$ cat config.mk
export PLATFORM = sky130hd
export DESIGN_NAME = insn_boot_loader_flat
export DESIGN_NICKNAME = d
export VERILOG_FILES = /design/src/rtl/insn_boot_loader_if.sv /design/src/rtl/insn_boot_loader.sv /design/src/flat_wrapper.sv
export SDC_FILE = /design/constraint.sdc
export NUM_CORES = 1
export LEC_CHECK = 0
export ABC_AREA = 1
export BUFFER_PORTS_ARGS = -buffer_cell sky130_fd_sc_hd__buf_2
export CORE_MARGIN = 1.5
export CORE_UTILIZATION = 50
export CTS_BUF_LIST = sky130_fd_sc_hd__clkbuf_16
export CTS_CLUSTER_SIZE = 40
export DETAILED_ROUTE_END_ITERATION = 10
export HOLD_SLACK_MARGIN = 0.02
export PLACE_DENSITY = 0.75
export SKIP_CTS_REPAIR_TIMING = 1
export SLEW_MARGIN = 5
export SYNTH_ARGS = -nofsm -noshare
export SYNTH_HDL_FRONTEND = slang
export SYNTH_SLANG_ARGS = --single-unit
$ cat constraint.sdc
create_clock -name clk -period 3.3 [get_ports clk]
set_input_delay 0.165 -clock clk [delete_from_list [all_inputs] [get_ports clk]]
set_output_delay 0.165 -clock clk [all_outputs]
set_load 0.03 [all_outputs]
$ cat src/rtl/insn_boot_loader_if.sv
// Byte-stream and instruction-memory write bundle for the boot loader.
// The master modport is the loader side; the slave modport is the stream source / memory side.
interface insn_boot_loader_if #(
  parameter int ADDR_W = 10
) ();
  logic              rx_valid;
  logic [7:0]        rx_data;
  logic              rx_ready;
  logic              mem_we;
  logic [ADDR_W-1:0] mem_addr;
  logic [31:0]       mem_wdata;
  logic              core_run;
  logic              done;
  logic              error;

  modport master (
    input  rx_valid,
    input  rx_data,
    output rx_ready,
    output mem_we,
    output mem_addr,
    output mem_wdata,
    output core_run,
    output done,
    output error
  );

  modport slave (
    output rx_valid,
    output rx_data,
    input  rx_ready,
    input  mem_we,
    input  mem_addr,
    input  mem_wdata,
    input  core_run,
    input  done,
    input  error
  );
endinterface

$ cat src/rtl/insn_boot_loader.sv
// Boot loader: parses a length-prefixed, XOR-checksummed byte frame, writes little-endian
// words into instruction memory from word 0 and releases the core only on a good checksum.
module insn_boot_loader #(
  parameter int ADDR_W = 10,
  parameter int DEPTH  = 1024
) (
  input  logic                clk,
  input  logic                reset,
  insn_boot_loader_if.master  bus
);

  localparam logic [2:0] S_LEN_LO = 3'd0;
  localparam logic [2:0] S_LEN_HI = 3'd1;
  localparam logic [2:0] S_DATA   = 3'd2;
  localparam logic [2:0] S_CSUM   = 3'd3;
  localparam logic [2:0] S_RUN    = 3'd4;
  localparam logic [2:0] S_ERROR  = 3'd5;

  logic [2:0]        state_reg;
  logic [15:0]       len_reg;
  logic [1:0]        byte_cnt_reg;
  logic [ADDR_W:0]   word_cnt_reg;
  logic [7:0]        csum_reg;
  logic [7:0]        lane_reg [0:2];
  logic              mem_we_reg;
  logic [ADDR_W-1:0] mem_addr_reg;
  logic [31:0]       mem_wdata_reg;
  logic              core_run_reg;
  logic              done_reg;
  logic              error_reg;

  logic              rx_ready;
  logic              accept;
  logic [15:0]       len_full;
  logic [ADDR_W:0]   word_inc;

  assign rx_ready = (state_reg == S_LEN_LO) || (state_reg == S_LEN_HI) ||
                    (state_reg == S_DATA)   || (state_reg == S_CSUM);
  assign accept   = bus.rx_valid && rx_ready;
  assign len_full = {bus.rx_data, len_reg[7:0]};
  assign word_inc = word_cnt_reg + {{ADDR_W{1'b0}}, 1'b1};

  // Byte lanes 0..2 of the word under assembly; lane 3 is taken straight from rx_data
  // on the completing byte so the write strobe follows with no extra bubble.
  genvar gi;
  generate
    for (gi = 0; gi < 3; gi++) begin : g_lane
      always_ff @(posedge clk or posedge reset) begin
        if (reset) begin
          lane_reg[gi] <= 8'h00;
        end else if (accept && (state_reg == S_DATA) && (byte_cnt_reg == 2'(gi))) begin
          lane_reg[gi] <= bus.rx_data;
        end
      end
    end
  endgenerate

  always_ff @(posedge clk or posedge reset) begin
    if (reset) begin
      state_reg     <= S_LEN_LO;
      len_reg       <= 16'h0000;
      byte_cnt_reg  <= 2'd0;
      word_cnt_reg  <= '0;
      csum_reg      <= 8'h00;
      mem_we_reg    <= 1'b0;
      mem_addr_reg  <= '0;
      mem_wdata_reg <= 32'h0000_0000;
      core_run_reg  <= 1'b0;
      done_reg      <= 1'b0;
      error_reg     <= 1'b0;
    end else begin
      mem_we_reg <= 1'b0;
      if (accept) begin
        case (state_reg)
          S_LEN_LO: begin
            len_reg[7:0] <= bus.rx_data;
            state_reg    <= S_LEN_HI;
          end
          S_LEN_HI: begin
            len_reg[15:8] <= bus.rx_data;
            if (len_full > 16'(DEPTH)) begin
              state_reg <= S_ERROR;
              error_reg <= 1'b1;
            end else if (len_full == 16'h0000) begin
              state_reg <= S_CSUM;
            end else begin
              state_reg <= S_DATA;
            end
          end
          S_DATA: begin
            csum_reg     <= csum_reg ^ bus.rx_data;
            byte_cnt_reg <= byte_cnt_reg + 2'd1;
            if (byte_cnt_reg == 2'd3) begin
              mem_we_reg    <= 1'b1;
              mem_addr_reg  <= word_cnt_reg[ADDR_W-1:0];
              mem_wdata_reg <= {bus.rx_data, lane_reg[2], lane_reg[1], lane_reg[0]};
              word_cnt_reg  <= word_inc;
              // Last word of the image: the checksum byte comes next.
              if (16'(word_inc) == len_reg) begin
                state_reg <= S_CSUM;
              end
            end
          end
          S_CSUM: begin
            if (bus.rx_data == csum_reg) begin
              state_reg    <= S_RUN;
              core_run_reg <= 1'b1;
              done_reg     <= 1'b1;
            end else begin
              state_reg <= S_ERROR;
              error_reg <= 1'b1;
            end
          end
          default: begin
          end
        endcase
      end
    end
  end

  assign bus.rx_ready  = rx_ready;
  assign bus.mem_we    = mem_we_reg;
  assign bus.mem_addr  = mem_addr_reg;
  assign bus.mem_wdata = mem_wdata_reg;
  assign bus.core_run  = core_run_reg;
  assign bus.done      = done_reg;
  assign bus.error     = error_reg;

endmodule
$ cat src/flat_wrapper.sv
// flat-port wrapper written by rule: the top's interface ports become plain ports
module insn_boot_loader_flat 
#(
  parameter int ADDR_W = 10,
  parameter int DEPTH  = 1024
)
  (clk, reset, bus_rx_valid, bus_rx_data, bus_rx_ready, bus_mem_we, bus_mem_addr, bus_mem_wdata, bus_core_run, bus_done, bus_error);
  insn_boot_loader_if #(.ADDR_W(ADDR_W)) bus_i ();
  input  logic clk;
  input  logic reset;
  input wire logic [$bits(bus_i.rx_valid)-1:0] bus_rx_valid;
  input wire logic [$bits(bus_i.rx_data)-1:0] bus_rx_data;
  output wire logic [$bits(bus_i.rx_ready)-1:0] bus_rx_ready;
  output wire logic [$bits(bus_i.mem_we)-1:0] bus_mem_we;
  output wire logic [$bits(bus_i.mem_addr)-1:0] bus_mem_addr;
  output wire logic [$bits(bus_i.mem_wdata)-1:0] bus_mem_wdata;
  output wire logic [$bits(bus_i.core_run)-1:0] bus_core_run;
  output wire logic [$bits(bus_i.done)-1:0] bus_done;
  output wire logic [$bits(bus_i.error)-1:0] bus_error;
  assign bus_i.rx_valid = bus_rx_valid;
  assign bus_i.rx_data = bus_rx_data;
  assign bus_rx_ready = bus_i.rx_ready;
  assign bus_mem_we = bus_i.mem_we;
  assign bus_mem_addr = bus_i.mem_addr;
  assign bus_mem_wdata = bus_i.mem_wdata;
  assign bus_core_run = bus_i.core_run;
  assign bus_done = bus_i.done;
  assign bus_error = bus_i.error;
  insn_boot_loader #(.ADDR_W(ADDR_W), .DEPTH(DEPTH)) u_core (.clk(clk), .reset(reset), .bus(bus_i));
endmodule
==> out/results.txt, run 1 <==
status = completed
Synthesized Nets = 568
Yosys cell types = 28
post-synth top area cell = dfrtp_1
final core utilization = 0.588
vias in the first global route = 3528
R2R setup slack = 0.99 ns
part of the Yosys area used for sequential elements = 0.571
sequential share of power = 0.520
gr ovfl total = 0
Gate Count Post-Synth = 552
detailed-route wire length per cell = 13.2 um
chip width = 101 um
H-tree depth = 3
CTS tree = yes
post-synthesis simple-gate area fraction = 0.255
Max Slew Vio Count = 0
clk slew on worst S/H paths = 0.08 ns
Synth Area in Compound Gates = 0.0760
max cap viols = 0
Nets = 619
final cell count without fillers = 737
drt pass-1 iters = 5
actual slew at the worst max-slew pin = 0.973 ns
power share of the clock group = 0.422
upper clock frequency limit = 0.432 GHz
Synth Area in Adders = 0.0131
CP arrival = 2.52 ns
Vias per Instance = 5.09
largest net degree at the start of global routing = 84
post-route worst setup slack = 0.985 ns
Routed Antenna Nets = 0
Psw = 647 uW
antenna violations before repair = 0
GRT Total Usage = 0.205
share of cells above drive strength 1 = 0.145
critical path startpoint = u_core.state_reg[0]
via count = 3753
leakage power = 0.00291 uW
pwr dens = 488 nW/um2
Worst Skew = 0.00435 ns
CTS sink count = 109
Rel. slew slack = 0.351
RSZ-0062 raised after global routing = no
total negative slack = 0 ns
# diodes = 0
CORE AREA = 9240 um2
Filler Cells Inserted = 829
final setup fails = 0
Hold WC Path Type = in2async
critical path type = reg2reg
synthesized flop and latch total = 109
IO Port Bufs = 57
xor/xnor share of the synthesized area = 0.0304
HPWL after DPL = 6440 um
Final Wtd Congestion = 0.839
mux contribution to synthesized area = 0
CTS Buffer Depth = 2
area delta synth->final = 13.7%
Rows = 35
crit start category = register
CTS root buf = clkbuf_16
post-synth top area share = 0.571
VDD IR max = 0.000238 V
Hold WS = 0.0273 ns
Die H = 101 um
Synth Cell Area = 4780 um2
switching share of power = 0.244
Iteration-0 DRC Markers = 299
fin crit share = 0.701
crit end category = register
CTS buffer count = 9
max reg flops = 32
crit path capture = u_core.word_cnt_reg[9]
worst r2r src = u_core.state_reg[0]
first-pass GRT wire length = 16200 um
WL final = 9750 um
Int Pwr = 2000 uW
insertion delay to the later sink of the worst-skew pair = 0.35 ns
path depth of the worst reg2reg path = 8
Fin. Hold Viols = 0
Final min period = 2.31 ns
Top-Level Pins = 58
post-place setup slack = 1.01 ns
Data required, critical path = 3.51 ns
peak fanout along the critical path = 73
Initial Util = 0.517
drt drc = 0
Worst R2R End = u_core.word_cnt_reg[9]
largest cells by area after synthesis = dfrtp_1, nand2_1, o21ai_0, inv_1, o21ai_1
largest family of logic cells by synthesized area = simple AND/OR/NAND/NOR gates
Synth Area per Inst = 8.65 um2
YS warnings = 0
die area = 10100 um2
logic gate share of total power = 0.058
Placed Instances = 721
[cell families (layout without fill, tap and decap cells)]
logic type,after synthesis,in the layout
buffers and inverters,58,114
and+or+nand+nor,293,293
AOI/OAI and AO/OA,72,72
xor gates and xnor gates,15,15
DFF,109,109
adders and majority gates,5,5
[power by group through the flow]
stage	registers [uW]	clock network (uW)	logic, uW
2_1_floorplan	1420	0	88.6
3_3_place_gp	1400	0	152
3_5_place_dp	1400	0	156
4_1_cts	1380	1130	157
5_1_grt	1380	1180	175
6_report	1380	1120	154
[Yosys cell counts (all sizes together)]
master,instances
nand2,235
nor4,3
ha,5
or2,1
nand3,21
buf,13
clkbuf,5
xor2,12
nand3b,4
nor3,2
dfrtp,109
o21bai,1
nand4,4
nor2,23
xnor3,1
xnor2,2
o21ai,71
inv,40
[metal layers]
layer  wire [um]  GRT usage
met1        4390      0.276
met2        4650      0.332
met3         557     0.0319
met4         158     0.0834
met5           0          0
[stage by stage]
stage	total power, uW	instance area [um2]
2_1_floorplan	1510	4780
5_1_grt	2740	5430
3_5_place_dp	1560	5120
4_1_cts	2660	5430
6_report	2650	5430
3_3_place_gp	1560	5120
[worst max-delay path: stages (launching register included)]
cell	delay, ns
dfrtp_1	0.38
inv_1	0.11
nand3_2	0.14
nor2_4	0.30
inv_2	0.18
nor2_8	0.42
inv_4	0.37
nand2_1	0.16
o21ai_1	0.07
[layout by cell type, fill, tap and decap left out, types with 4 or more instances in the layout]
cell type  count
ha_1           5
nand3b_1       4
nand3_1       19
inv_1         35
nor2_1        17
nand2_1      233
buf_2         57
nand4_1        4
o21ai_0       47
xor2_1        12
clkbuf_16      9
o21ai_1       24
dfrtp_1      109
[worst min path at each step]
stage	from	to	slack, ns	depth (start not counted)
finish	reset	u_core.bus.mem_wdata[14]	0.03	2
global route	reset	u_core.bus.mem_wdata[14]	0.13	2
CTS	reset	u_core.bus.mem_wdata[10]	0.09	2
detailed placement	reset	u_core.bus.mem_wdata[10]	0.45	2
global placement	reset	u_core.bus.mem_wdata[10]	0.45	2
floorplan	bus_rx_data[5]	u_core.csum_reg[5]	0.37	3
[layout make-up]
cell class                      count  area [um2]  area share
Multi-Input combinational cell    385        1790       0.329
Inverter                           40         155      0.0286
Timing Repair Buffer               58         293      0.0539
Clock buffer                        9         225      0.0415
Sequential cell                   109        2730       0.502
Tap cell                          129         161      0.0297
Clock inverter                      7        80.1      0.0147
Note: power is estimated with default switching activity, not from simulation.
==> inputs of run 2 (changes only) <==
==> constraint.sdc (replaced) <==
create_clock -name clk -period 2.3 [get_ports clk]
set_input_delay 0.115 -clock clk [delete_from_list [all_inputs] [get_ports clk]]
set_output_delay 0.115 -clock clk [all_outputs]
set_load 0.03 [all_outputs]
==> run 2 against run 1 <==
  * Worst hold slack improved by 0.060 ns
  * Sequential share of layout area fell by 0.38 points
  * Utilization rose by 0.45 points
  * Critical path depth rose by 2
  * Power rose by 41%
  * Count of clock-buffer cells in the layout did not move
  * Worst setup slack got worse by 0.56 ns
  * Critical path type unchanged
  * Critical endpoint is now u_core.state_reg[0]
==> out/results.txt, run 2 (synthesis results as in run 1) <==
area delta synth->final = 14.6%
Hold WC Path Type = in2reg
crit start category = register
die area = 10100 um2
via count = 3720
CP Depth = 10
max reg flops = 32
total negative slack = 0 ns
vias in the first global route = 3567
most frequent cells in the layout = nand2_1, dfrtp_1, buf_2
CTS Buffer Depth = 2
gr ovfl total = 0
CP arrival = 2.11 ns
largest stage delay on the critical path = 0.44 ns
Rel. slew slack = 0.551
pwr dens = 684 nW/um2
worst hold stages = 4
WL final = 9620 um
first-pass GRT wire length = 16400 um
IO Port Bufs = 57
insertion delay to the later sink of the worst-skew pair = 0.35 ns
Top-Level Pins = 58
CTS root buf = clkbuf_16
Die H = 101 um
HPWL after DPL = 6660 um
final setup fails = 0
upper clock frequency limit = 0.535 GHz
Final Wtd Congestion = 0.844
Nets = 623
largest net degree at the start of global routing = 74
Max Slew Vio Count = 0
Filler Cells Inserted = 816
final core utilization = 0.592
CTS tree = yes
Rows = 35
detailed-route wire length per cell = 13.0 um
Routed Antenna Nets = 0
leakage power = 0.00293 uW
actual slew at the worst max-slew pin = 0.674 ns
VDD IR max = 0.000454 V
chip width = 101 um
Final Cell Area = 5470 um2
max cap viols = 0
cell mode on critical path = nand2_1
path depth of the worst reg2reg path = 10
Hold WS = 0.0876 ns
Placed Instances = 724
CORE AREA = 9240 um2
peak fanout along the critical path = 5
critical path type = reg2reg
Iteration-0 DRC Markers = 244
fin crit share = 0.813
share of cells above drive strength 1 = 0.150
RSZ-0062 raised after global routing = no
CTS buffer count = 9
Data required, critical path = 2.54 ns
status = completed
Bufs and invs on worst path = 0
drt pass-1 iters = 5
clk slew on worst S/H paths = 0.07 ns
GRT Total Usage = 0.209
Vias per Instance = 5.02
Seq. cell area = 2730 um2
area of the multi-input gates = 1790 um2
crit end category = register
H-tree depth = 3
Final min period = 1.87 ns
antenna violations before repair = 0
Fin. Hold Viols = 0
# diodes = 0
drt drc = 0
final cell count without fillers = 741
CTS sink count = 109
Cell Chain, Critical Path = ha_1 -> nand3_1 -> nor2_1 -> nand2_1 -> xor2_1 -> nand2_1 -> nand2_1 -> nand3_2 -> nand3_1 -> nand2_1
placed cell area = 5160 um2
most common cell after layout, fill and taps aside = nand2_1
crit-path leading delay family = simple AND/OR/NAND/NOR gates
Initial Util = 0.517
Slowest-stage cell, CP = dfrtp_1
Worst Skew = 0.00919 ns
-- run 2: cell type report --
| cell class | count | share of cell area |
|---|---|---|
| well taps | 129 | 0.0295 |
| inverters | 40 | 0.0286 |
| repair buffers | 62 | 0.0617 |
| clock inverters | 7 | 0.0137 |
| clock buffers | 9 | 0.0412 |
| multi-input cells | 385 | 0.327 |
| flip-flops and latches | 109 | 0.499 |
-- run 2: final timing paths --
check                                           endpoint  slack (ns)                     start
worst max-delay path                 u_core.state_reg[0]        0.43    u_core.word_cnt_reg[0]
worst min-delay path                  u_core.csum_reg[6]        0.09            bus_rx_data[6]
worst max register to register       u_core.state_reg[0]        0.43    u_core.word_cnt_reg[0]
worst min register to register  u_core.bus.mem_wdata[10]        0.47  u_core.bus.mem_wdata[10]
max in group asynchronous         u_core.word_cnt_reg[7]        1.23                     reset
min in group asynchronous            u_core.state_reg[2]        0.36                     reset
-- run 2: routing by layer --
layer	vias to the layer above	part of all wire	GRT usage
li1	1853	-	-
met1	1776	0.44	0.282
met2	73	0.49	0.332
met3	18	0.046	0.0444
met4	0	0.020	0.0802
met5	-	0	0
-- run 2: power breakdown --
group          switching (uW)  leakage, uW  internal (uW)
clock                     764     0.000150            777
sequential               28.0      0.00144           1950
combinational             161      0.00134           65.9
-- run 2: per-stage QoR --
| step | power (uW) | setup slack (ns) |
|---|---|---|
| floorplan | 2170 | 0.684 |
| global placement | 2240 | 0.573 |
| detailed placement | 2240 | 0.435 |
| CTS | 3790 | 0.422 |
| global route | 3900 | 0.186 |
| finish | 3740 | 0.429 |
-- run 2: worst min-delay path: stages --
cell and delay (ns):
buf_2 0.09, xor2_1 0.07, nand2_1 0.07, nand2_1 0.05
